### src/rtl/axis_adc_avg_packetizer.sv
// axis_adc_avg_packetizer
// Boxcar-averages groups of 2^LOG2_AVG raw ADC samples, frames the averages
// into PKT_LEN-word packets with tlast, and buffers them in a first-word-fall-
// through FIFO so the DMA side can stall without disturbing the ADC side.
// Averages that arrive while the FIFO is full are dropped and counted.
module axis_adc_avg_packetizer #(
    parameter int LOG2_AVG   = 2,
    parameter int PKT_LEN    = 64,
    parameter int FIFO_DEPTH = 16
) (
    input  logic        clk,
    input  logic        resetn,
    input  logic        enable,
    input  logic        clear_stats,
    input  logic [15:0] s_axis_tdata,
    input  logic        s_axis_tvalid,
    output logic        s_axis_tready,
    output logic [15:0] m_axis_tdata,
    output logic        m_axis_tvalid,
    input  logic        m_axis_tready,
    output logic        m_axis_tlast,
    output logic [15:0] drop_count,
    output logic        overflow
);

    localparam int ACCW = 16 + LOG2_AVG;
    localparam int SCW  = (LOG2_AVG == 0) ? 1 : LOG2_AVG;
    localparam int WCW  = (PKT_LEN <= 1) ? 1 : $clog2(PKT_LEN);
    localparam int AW   = $clog2(FIFO_DEPTH);

    localparam logic [SCW-1:0] SCNT_MAX  = SCW'((1 << LOG2_AVG) - 1);
    localparam logic [WCW-1:0] WCNT_MAX  = WCW'(PKT_LEN - 1);
    localparam logic [AW:0]    FIFO_FULL = (AW + 1)'(FIFO_DEPTH);

    typedef enum logic [1:0] {
        IDLE,
        RUN,
        STOP_PENDING
    } state_t;

    state_t          state_q;
    logic            sReady_q;
    logic [ACCW-1:0] acc_q;
    logic [SCW-1:0]  sampleCnt_q;
    logic [WCW-1:0]  wordCnt_q;
    logic [15:0]     dropCount_q;
    logic            overflow_q;

    logic [16:0]     mem_q [FIFO_DEPTH];
    logic [AW-1:0]   wrPtr_q;
    logic [AW-1:0]   rdPtr_q;
    logic [AW:0]     fifoCount_q;

    logic            beatAcc;
    logic            groupDone;
    logic [ACCW-1:0] sum_d;
    logic [15:0]     avg_d;
    logic            tlast_d;
    logic            pushOk;
    logic            pushFail;
    logic            pop;
    logic            fifoValid;

    // Datapath helpers: running sum, truncated average and push/pop qualifiers.
    // Occupancy for the push decision is the registered count, so a pop in the
    // same cycle never makes room for that cycle's push.
    always_comb begin
        beatAcc   = s_axis_tvalid && sReady_q && (state_q != IDLE);
        groupDone = beatAcc && (sampleCnt_q == SCNT_MAX);
        sum_d     = acc_q + ACCW'(s_axis_tdata);
        avg_d     = 16'(sum_d >> LOG2_AVG);
        tlast_d   = (wordCnt_q == WCNT_MAX);
        pushOk    = groupDone && (fifoCount_q < FIFO_FULL);
        pushFail  = groupDone && !(fifoCount_q < FIFO_FULL);
        fifoValid = (fifoCount_q != '0);
        pop       = fifoValid && m_axis_tready;
    end

    // Control FSM together with accumulator, packet word counter and drop stats.
    always_ff @(posedge clk) begin
        if (!resetn) begin
            state_q     <= IDLE;
            sReady_q    <= 1'b0;
            acc_q       <= '0;
            sampleCnt_q <= '0;
            wordCnt_q   <= '0;
            dropCount_q <= '0;
            overflow_q  <= 1'b0;
        end else begin
            sReady_q <= 1'b1;

            if (clear_stats) begin
                dropCount_q <= '0;
                overflow_q  <= 1'b0;
            end else if (pushFail) begin
                if (dropCount_q != 16'hFFFF) begin
                    dropCount_q <= dropCount_q + 16'd1;
                end
                overflow_q <= 1'b1;
            end

            if (state_q == IDLE) begin
                acc_q       <= '0;
                sampleCnt_q <= '0;
                wordCnt_q   <= '0;
            end else if (beatAcc) begin
                if (groupDone) begin
                    acc_q       <= '0;
                    sampleCnt_q <= '0;
                end else begin
                    acc_q       <= sum_d;
                    sampleCnt_q <= sampleCnt_q + SCW'(1);
                end
            end

            if (pushOk) begin
                wordCnt_q <= tlast_d ? '0 : wordCnt_q + WCW'(1);
            end

            case (state_q)
                IDLE: begin
                    if (enable) begin
                        state_q <= RUN;
                    end
                end
                RUN: begin
                    if (!enable) begin
                        state_q <= STOP_PENDING;
                    end
                end
                STOP_PENDING: begin
                    if (enable) begin
                        state_q <= RUN;
                    end else if (pushOk && tlast_d) begin
                        state_q <= IDLE;
                    end else if ((wordCnt_q == '0) && !pushOk) begin
                        state_q     <= IDLE;
                        acc_q       <= '0;
                        sampleCnt_q <= '0;
                    end
                end
                default: begin
                    state_q <= IDLE;
                end
            endcase
        end
    end

    // FIFO storage; tdata and tlast travel together. Not reset because the
    // pointers alone define which entries are live.
    always_ff @(posedge clk) begin
        if (pushOk) begin
            mem_q[wrPtr_q] <= {tlast_d, avg_d};
        end
    end

    // FIFO pointers and occupancy; push and pop together leave the count alone.
    always_ff @(posedge clk) begin
        if (!resetn) begin
            wrPtr_q     <= '0;
            rdPtr_q     <= '0;
            fifoCount_q <= '0;
        end else begin
            if (pushOk) begin
                wrPtr_q <= wrPtr_q + AW'(1);
            end
            if (pop) begin
                rdPtr_q <= rdPtr_q + AW'(1);
            end
            case ({pushOk, pop})
                2'b10:   fifoCount_q <= fifoCount_q + (AW + 1)'(1);
                2'b01:   fifoCount_q <= fifoCount_q - (AW + 1)'(1);
                default: fifoCount_q <= fifoCount_q;
            endcase
        end
    end

    assign s_axis_tready = sReady_q;
    assign m_axis_tvalid = fifoValid;
    assign m_axis_tdata  = fifoValid ? mem_q[rdPtr_q][15:0] : 16'h0000;
    assign m_axis_tlast  = fifoValid ? mem_q[rdPtr_q][16] : 1'b0;
    assign drop_count    = dropCount_q;
    assign overflow      = overflow_q;

endmodule

### config.mk
export PLATFORM = sky130hd
export DESIGN_NAME = axis_adc_avg_packetizer
export DESIGN_NICKNAME = d
export VERILOG_FILES = /design/src/rtl/axis_adc_avg_packetizer.sv
export SDC_FILE = /design/constraint.sdc
export NUM_CORES = 1
export LEC_CHECK = 0
export ABC_AREA = 1
export CAP_MARGIN = 15
export CORE_ASPECT_RATIO = 1.1
export CORE_MARGIN = 3
export CORE_UTILIZATION = 60
export DETAILED_ROUTE_END_ITERATION = 10
export HOLD_SLACK_MARGIN = 0.15
export PLACE_DENSITY = 0.89
export SLEW_MARGIN = 40
export SYNTH_ARGS = -nofsm -noshare
export SYNTH_HDL_FRONTEND = slang
export SYNTH_SLANG_ARGS = --single-unit
### constraint.sdc
create_clock -name clk -period 3.9 [get_ports clk]
set_clock_uncertainty 0.1 [all_clocks]
set_input_delay 0.975 -clock clk [delete_from_list [all_inputs] [get_ports clk]]
set_output_delay 0.975 -clock clk [all_outputs]
set_load 0.02 [all_outputs]
# --- Yosys cells after proc, flatten, opt, wreduce, memory -nomap -nowiden ---
# Memories as Yosys holds them, arrays and structs flattened. A register that Yosys moved wholly into a read port is not among the register bits.
# Index checks and enable logic that the tools add are counted.
# Widths: inputs -> output; s select.
totals:
  regBits: 59
  latchBits: 0
  ram_bits: 272
  romBits: 0
  inputBits: 22
  output_inout_bits: 36
  word_cells: 81
  memories: 1
op_classes:
  n_addsub: 8
  multipliers: 0
  n_div: 0
  magnitude_cmp: 1
  n_eq_ne: 10
  shift: 0
  mux: 31
  bitwise_logic: 1
  n_reduce_logical: 19
memory_table:
  columns: ["memory", "words", "width", "read_ports", "rd_ports_with_merged_regs", "write_ports", "line_no", "source"]
  rows:
  - ["mem_q", 16, 17, 1, 1, 1, "49", "logic [16:0] mem_q [FIFO_DEPTH];"]
op_table:
  columns: ["op", "count"]
  rows:
  - ["$mux 18", 7]
  - ["$mux 2", 12]
  - ["$add 18x16->18", 1]
  - ["$mux 6", 3]
  - ["$add 16x1->16 const B", 1]
  - ["$mux 16", 1]
  - ["$ne 16x16->1 const B", 1]
  - ["$pmux 5 s2", 1]
  - ["$add 4x1->4 const B", 2]
  - ["$logic_and 1x1->1", 8]
  - ["$mux 4", 2]
  - ["$add 6x1->6 const B", 1]
  - ["$eq 2x2->1 const B", 3]
  - ["$eq 6x6->1 const B", 1]
  - ["$logic_not 6->1", 1]
  - ["$pmux 2 s3", 1]
  - ["$reduce_bool 2->1", 3]
  - ["$add 5x1->5 const B", 1]
  - ["$lt 5x5->1 const B", 1]
  - ["$reduce_bool 5->1", 1]
  - ["$sub 5x1->5 const B", 1]
  - ["$eq 2x1->1 const B", 2]
  - ["$mux 1", 4]
  - ["$ne 2x2->1 const B", 2]
  - ["other kinds (8)", 9]

# --- Logic depth before layout (Yosys ltp) ---
# Gate-level depths: netlist of the first run.
depth:
  word_depth: 10
  ltp_mapped: 17
  depth_no_buf: 17

# --- Least setup slack after synthesis of the first run ---
# OpenSTA, ideal clock, no wires.
synth_path:
  path_kind: "input-to-reg"
  start: "input s_axis_tvalid"
  end: "memory mem_q[11][0] (enable)"
  setup_time_ns: 0.390
  t_arrival_ns: 2.397
  required_time_ns: 3.410
  slack_ns: 1.013
  path_stages: 6
  path_cell_list: "nand2_2 > nor2_8 > nand3_2 > inv_2 > nand3_1 > nor2_1"
synth_via:
  elab_chain_cells: 6
synth_rtl:
  columns: ["item", "line_no", "source"]
  rows:
  - ["start, declared", "16", "input logic s_axis_tvalid,"]
  - ["$logic_and 1x1->1 (2 in series)", "68", "beatAcc = s_axis_tvalid && sReady_q && (state_q != IDLE);"]
  - ["$logic_and 1x1->1", "69", "groupDone = beatAcc && (sampleCnt_q == SCNT_MAX);"]
  - ["$logic_and 1x1->1", "73", "pushOk = groupDone && (fifoCount_q < FIFO_FULL);"]
  - ["$mux 1", "152", "if (pushOk) begin"]
  - ["$mux 1 (implied by the code)", "153", "mem_q[wrPtr_q] <= {tlast_d, avg_d};"]
  - ["end, declared", "49", null]
# No other way between the ends.

==> results of run 1 <==
==> worst reg2reg max path: cells and delay by family, from the launching register on <==
family	cells	cell delay, ns
buf+inv	4	0.58
flops	1	0.29
fa+ha+maj	2	0.53
compound gates	3	0.40
simple gates	7	0.73
==> worst paths after layout <==
kind	to	cells past startpoint	slack, ns	start
worst max-delay path	m_axis_tdata[8]	7	0.09	flip-flop
worst min-delay path	state_q[0]$_SDFFE_PN0P_	1	0.36	state_q[0]$_SDFFE_PN0P_
worst max register to register	fifoCount_q[4]$_SDFFE_PN0P_	16	1.16	fifoCount_q[4]$_SDFFE_PN0P_
worst min register to register	state_q[0]$_SDFFE_PN0P_	1	0.36	state_q[0]$_SDFFE_PN0P_
==> power groups by stage <==
| stage | clock network [W] | logic [W] | registers, W |
|---|---|---|---|
| floorplan | 0 | 0.00168 | 0.00401 |
| global placement | 0 | 0.00254 | 0.00406 |
| detailed placement | 0 | 0.00266 | 0.00406 |
| CTS | 0.00321 | 0.00278 | 0.00399 |
| global route | 0.00338 | 0.00304 | 0.00398 |
| finish | 0.00320 | 0.00284 | 0.00398 |
==> through the flow <==
stage               worst slack (ns)  instances  utilization, %  total power (W)
finish                        0.0865       1707            72.0           0.0100
global route                 0.00627       1707            72.0           0.0104
CTS                          0.00398       1706            71.8          0.00998
detailed placement             0.280       1647            66.8          0.00672
global placement               0.388       1647            66.8          0.00659
floorplan                       1.01       1311               -          0.00569
==> cell usage after synthesis, types with 5 or more instances <==
library cell / n
nand3_1: 66
inv_1: 52
o22ai_1: 16
ha_1: 29
nor2_1: 217
xnor2_1: 6
edfxtp_1: 272
and2_1: 8
nor3_1: 5
o221ai_1: 52
clkbuf_1: 35
nand4_1: 7
a21oi_1: 80
dfxtp_1: 63
nand3b_1: 6
o21ai_0: 169
buf_2: 15
buf_4: 5
inv_2: 6
nand2_1: 147
xor2_1: 10
==> layout by cell type (no fill, tap or decap), drive strengths merged <==
cell type | Yosys | layout
edfxtp | 272 | 272
nor2 | 223 | 223
o21ai | 171 | 171
nand2 | 154 | 154
a21oi | 82 | 82
nand3 | 68 | 68
dfxtp | 63 | 63
inv | 61 | 61
o221ai | 52 | 52
clkdlybuf4s50 | 0 | 41
buf | 23 | 40
clkbuf | 37 | 39
ha | 29 | 29
o22ai | 16 | 16
clkinv | 4 | 15
dlymetal6s2s | 0 | 12
xor2 | 10 | 10
and2 | 8 | 8
nand4 | 7 | 7
bufinv | 0 | 7
nand3b | 6 | 6
xnor2 | 6 | 6
nor3 | 5 | 5
dlygate4sd2 | 0 | 4
a211oi | 3 | 3
o21a | 2 | 2
fa | 2 | 2
bufbuf | 0 | 2
o21bai | 2 | 2
nor3b | 2 | 2
a22oi | 1 | 1
and3 | 1 | 1
a32oi | 1 | 1
==> cell families after synthesis <==
kind of cell               share of synthesized area, %
and+or+nand+nor                                    14.1
DFF                                                65.2
AOI/OAI and AO/OA                                  13.2
buffers and inverters                              3.77
adders and majority gates                          2.79
xor gates and xnor gates                          0.969
==> layout make-up <==
cell class                 count  area, um^2  share of cell area, %
sequential                   335        9440                   56.2
tap                          300         375                   2.24
timing repair buffer          99        1080                   6.46
multi-input combinational    851        4550                   27.1
clock buffer                  39         806                   4.80
inverter                      65         262                   1.56
clock inverter                18         268                   1.60
==> registers in the layout, summed over array words and instances (netlist names), named ones only <==
name	count
overflow	1
mem_q	272
wrPtr_q	4
rdPtr_q	4
drop_count	16
wordCnt_q	6
state_q	2
fifoCount_q	5
acc_q	18
s_axis_tready	1
sampleCnt_q	2
==> metal layers <==
metal,wire length [um],part of all wire (%)
met5,0,0
met4,1360,3.6
met3,4010,11
met2,19000,50
met1,13200,35
==> timing repair <==
action | CTS | global route
endpoints found under the setup margin | 17 | 15
setup buffers | 0 | 1
endpoints found under the hold margin | 0 | 0
gates cloned | 2 | 0
hold buffers | 0 | 0
gates resized for setup | 11 | 14
==> impl_metrics.ini, run 1 <==
[run_status]
status = finished clean

[timing]
finalHoldViolCount = 0
fin_crit_ns = 3.81
max_freq_ghz = 0.262
whs_ns = 0.361
setup_viol = 0
drv_slew = 0
tns_ns = 0
relSlewSlack_pct = 45.8
rsz0062_at_grt = no
min_period_over_period_pct = 97.8
worst_pin_slew_ns = 0.812

[pwr]
clockPowerShare_pct = 31.9
switchingPower_w = 0.00318
switching_share_pct = 31.8
sequentialPowerShare_pct = 39.7
p_int_w = 0.00684
combPwrFrac_pct = 28.4
p_leak_nw = 6.03
powerDensity_mw_per_mm2 = 597
peakVddDrop_v = 0.000396

[critical_path]
cp_top_family = buffers and inverters
start_kind = flip-flop
path_buf_inv = 3
max_stage_delay_ns = 0.65
crit_slowest_cell = clkdlybuf4s50_1
cp_max_fo = 35
setup.worst_path.class = flip-flop to output port
end_kind = output port
cp.arrival_ns = 2.74
required_ns = 2.82
worstPathCellList = inv_8, buf_12, o21ai_0, o221ai_1, nand3_1, a21oi_1, clkdlybuf4s50_1

[clock_network]
cts-root-buf = clkbuf_16
cts_tree = yes
clk_pin_slew_ns = 0.06
numCtsBuffers = 31
htreeDepth = 1
cts.sinks = 335
clk_latency_ns = 0.55
clock_path_buffers = 3

[floorplan]
die_h_um = 169
fp-row-count = 58
coreArea_mm2 = 0.0233
die_area_mm2 = 0.0260
start_util_pct = 62.1
die_w_um = 154
ios = 58

[global_routing]
grt_pass1_wl_mm = 57.8
grt.overflow.total = 0
grt_use_total_pct = 28.2
met1_usage_pct = 35.7
antenna_found_initial = 0
busiest_layer = met2
met2_usage_pct = 48.2
use_met3_pct = 4.68
grt_max_degree = 98
grt_pass1_vias = 10865

[layout]
fin_nets = 1436
diodes = 0
design_area_mm2 = 0.0168
final_layout_size_suffix_gt1_share_pct = 9.74
syn_to_final_growth_pct = 16.0
fillers = 1474

[yosys]
seq_area_frac_synth_pct = 65.2
synth_top_area_share_pct = 56.5
synth.distinct_cells = 48
synth_edf_count = 272
syn_inst = 1311
synth.area.top_cells = edfxtp_1 56%, dfxtp_1 8.7%, o21ai_0 5.8%
synth_ff_type = edfxtp_1
syn_area_per_cell_um2 = 11.0
syn-cell-area_mm2 = 0.0145
async_flop_share_pct = 0
synth_seq_cells = 335
yosys_warnings = 0
synth_top_area_cell = edfxtp_1
synth.net_count = 1364

[drt]
dr.pass1.iters = 8
wl_mm = 37.6
drt_drc_violations_left = 0
avgViaCountPerCell = 6.32
num_vias = 10781
antenna_left = 0
drt-initial-drc-count = 1313
wl_per_cell_um = 22.0

[place]
portBuffers = 57
placed_cell_area_mm2 = 0.0156
hpwl_mm = 21.9
gp_congestion = 0.912

[run]
maxCapViolCount = 0

[worst_hold_path]
worst_hold_path_type = flip-flop to flip-flop
No activity file was read; power rests on OpenSTA's default activity.
==> run 2: changes to the inputs <==
--- a/config.mk
+++ b/config.mk
@@ -11,6 +11,7 @@
 export CORE_MARGIN = 3
 export CORE_UTILIZATION = 60
 export DETAILED_ROUTE_END_ITERATION = 10
+export GPL_ROUTABILITY_DRIVEN = 0
 export HOLD_SLACK_MARGIN = 0.15
 export PLACE_DENSITY = 0.89
 export SLEW_MARGIN = 40
==> run 2 against run 1 <==
Against the previous run: sequential share of layout area rose by 0.071 points; cell area is 0.13% lower; via count is 0.88% lower; largest cell class unchanged; combinational power fell by 5%; clock power is 6% higher; worst setup slack better by 0.028 ns; utilization is 0.091 points lower; worst hold slack gained 0.0089 ns; global-route usage down 0.67 points; total power up 0.47%; critical path depth did not move; sequential cell count unchanged.
==> impl_metrics.ini, run 2 (synthesized netlist as in run 1, its figures left out) <==
[run_status]
status = finished clean

[critical_path]
required_ns = 2.82
reg2reg_slack_ns = 1.15
regToRegEndpoint = fifoCount_q[4]$_SDFFE_PN0P_
start_kind = flip-flop
setup.worst_path.class = flip-flop to output port
cp.arrival_ns = 2.71
cp_max_fo = 24
r2r-start = fifoCount_q[4]$_SDFFE_PN0P_
end_kind = output port
r2r_cells = 14

[layout]
final_cell_mix = 272 x edfxtp_1, 200 x nor2_1, 169 x o21ai_0
fin_nets = 1439
layout_commonest_cell = edfxtp_1
final_layout_size_suffix_gt1_share_pct = 10.5
diodes = 0
utilization_pct = 71.9
syn_to_final_growth_pct = 15.9
largest_reg_flops = 272
regMostFlops = mem_q

[pwr]
powerDensity_mw_per_mm2 = 601
p_leak_nw = 5.93
peakVddDrop_v = 0.000549

[place]
hpwl_mm = 21.7
portBuffers = 57

[global_routing]
grt_pass1_wl_mm = 56.3
antenna_found_initial = 0
use_met3_pct = 4.86
busiest_layer = met2
grt_pass1_vias = 10445
met1_usage_pct = 34.9
grt.overflow.total = 0
grt_max_degree = 68
met2_usage_pct = 46.7
grt_use_total_pct = 27.5

[timing]
fin_crit_ns = 3.79
drv_slew = 0
setup_viol = 0
max_freq_ghz = 0.264
min_period_over_period_pct = 97.1
tns_ns = 0
rsz0062_at_grt = no
finalHoldViolCount = 0
relSlewSlack_pct = 48.5
worst_pin_slew_ns = 0.772

[clock_network]
htreeDepth = 2
cts_tree = yes
clock_path_buffers = 3
cts.sinks = 335
numCtsBuffers = 34
clk_latency_ns = 0.51
post_cts_buffers = 0
cts-root-buf = clkbuf_16
clk_pin_slew_ns = 0.06

[run]
maxCapViolCount = 0

[floorplan]
start_util_pct = 62.1
die_w_um = 154
coreArea_mm2 = 0.0233
ios = 58
die_h_um = 169
fp-row-count = 58
die_area_mm2 = 0.0260

[drt]
num_vias = 10686
avgViaCountPerCell = 6.24
wl_mm = 36.3
antenna_left = 0
dr.pass1.iters = 7
drt-initial-drc-count = 1371
drt_drc_violations_left = 0
wl_per_cell_um = 21.2

[worst_hold_path]
hp-start = sampleCnt_q[1]$_SDFF_PN0_
hold_end = sampleCnt_q[1]$_SDFF_PN0_
worst_hold_path_type = flip-flop to flip-flop
hold_path_depth = 2
[run 2: metal layers]
layer,up-vias,share of wire (%),routed length (um)
met5,-,0,0
met4,0,4.3,1570
met3,127,10,3770
met2,645,50,18000
met1,5048,36,13000
li1,4866,-,-
[run 2: timing repair]
| item | in CTS | in global routing |
|---|---|---|
| setup endpoints to repair | 10 | 9 |
| gates resized for setup | 12 | 8 |
| endpoints found under the hold margin | 0 | 0 |
| hold buffers | 0 | 0 |
[run 2: per-stage QoR]
step	area (um^2)	cells	power [W]	setup slack, ns	hold slack, ns
3_3_place_gp	15500	1650	0.00662	0.399	0.349
3_5_place_dp	15600	1650	0.00673	0.296	0.357
5_1_grt	16800	1712	0.0105	0.00785	0.400
2_1_floorplan	14500	1311	0.00569	1.01	0.336
4_1_cts	16700	1712	0.0101	0.00190	0.371
6_report	16800	1712	0.0101	0.115	0.370
[run 2: power breakdown]
group	internal, W	switching (W)
logic	0.000932	0.00176
registers	0.00391	0.0000885
clock network	0.00203	0.00135
total	0.00687	0.00320
[run 2: worst max-delay path, cell delays in order (launching register included)]
cell	delay, ns
dfxtp_4	0.41
inv_6	0.20
buf_6	0.23
o21ai_0	0.11
o221ai_1	0.25
nand3_1	0.18
a21oi_1	0.15
clkdlybuf4s50_1	0.64
[run 2: area by class of cell]
type	instances	area [um^2]
clock inverters	25	297
clock buffers	37	872
well taps	300	375
inverters	65	259
repair buffers	99	967
fillers	1460	6540
flip-flops and latches	335	9440
multi-input cells	851	4550
[run 2: worst max-delay path by stage]
stage | depth (start not counted) | end | startpoint
floorplan | 6 | mem_q[11][0]$_DFFE_PP_ | s_axis_tvalid
global placement | 16 | fifoCount_q[4]$_SDFFE_PN0P_ | s_axis_tvalid
detailed placement | 14 | fifoCount_q[4]$_SDFFE_PN0P_ | s_axis_tvalid
CTS | 6 | m_axis_tdata[4] | flip-flop
global route | 9 | m_axis_tdata[4] | flip-flop
finish | 7 | m_axis_tdata[11] | flip-flop
==> run 3: changes to the inputs <==
--- a/config.mk
+++ b/config.mk
@@ -10,6 +10,7 @@
 export CORE_ASPECT_RATIO = 1.1
 export CORE_MARGIN = 3
 export CORE_UTILIZATION = 60
+export CTS_CLUSTER_SIZE = 40
 export DETAILED_ROUTE_END_ITERATION = 10
 export GPL_ROUTABILITY_DRIVEN = 0
 export HOLD_SLACK_MARGIN = 0.15
==> results of run 3 <==
Same layout as run 2: the final DEF is identical, and so are final timing and power.
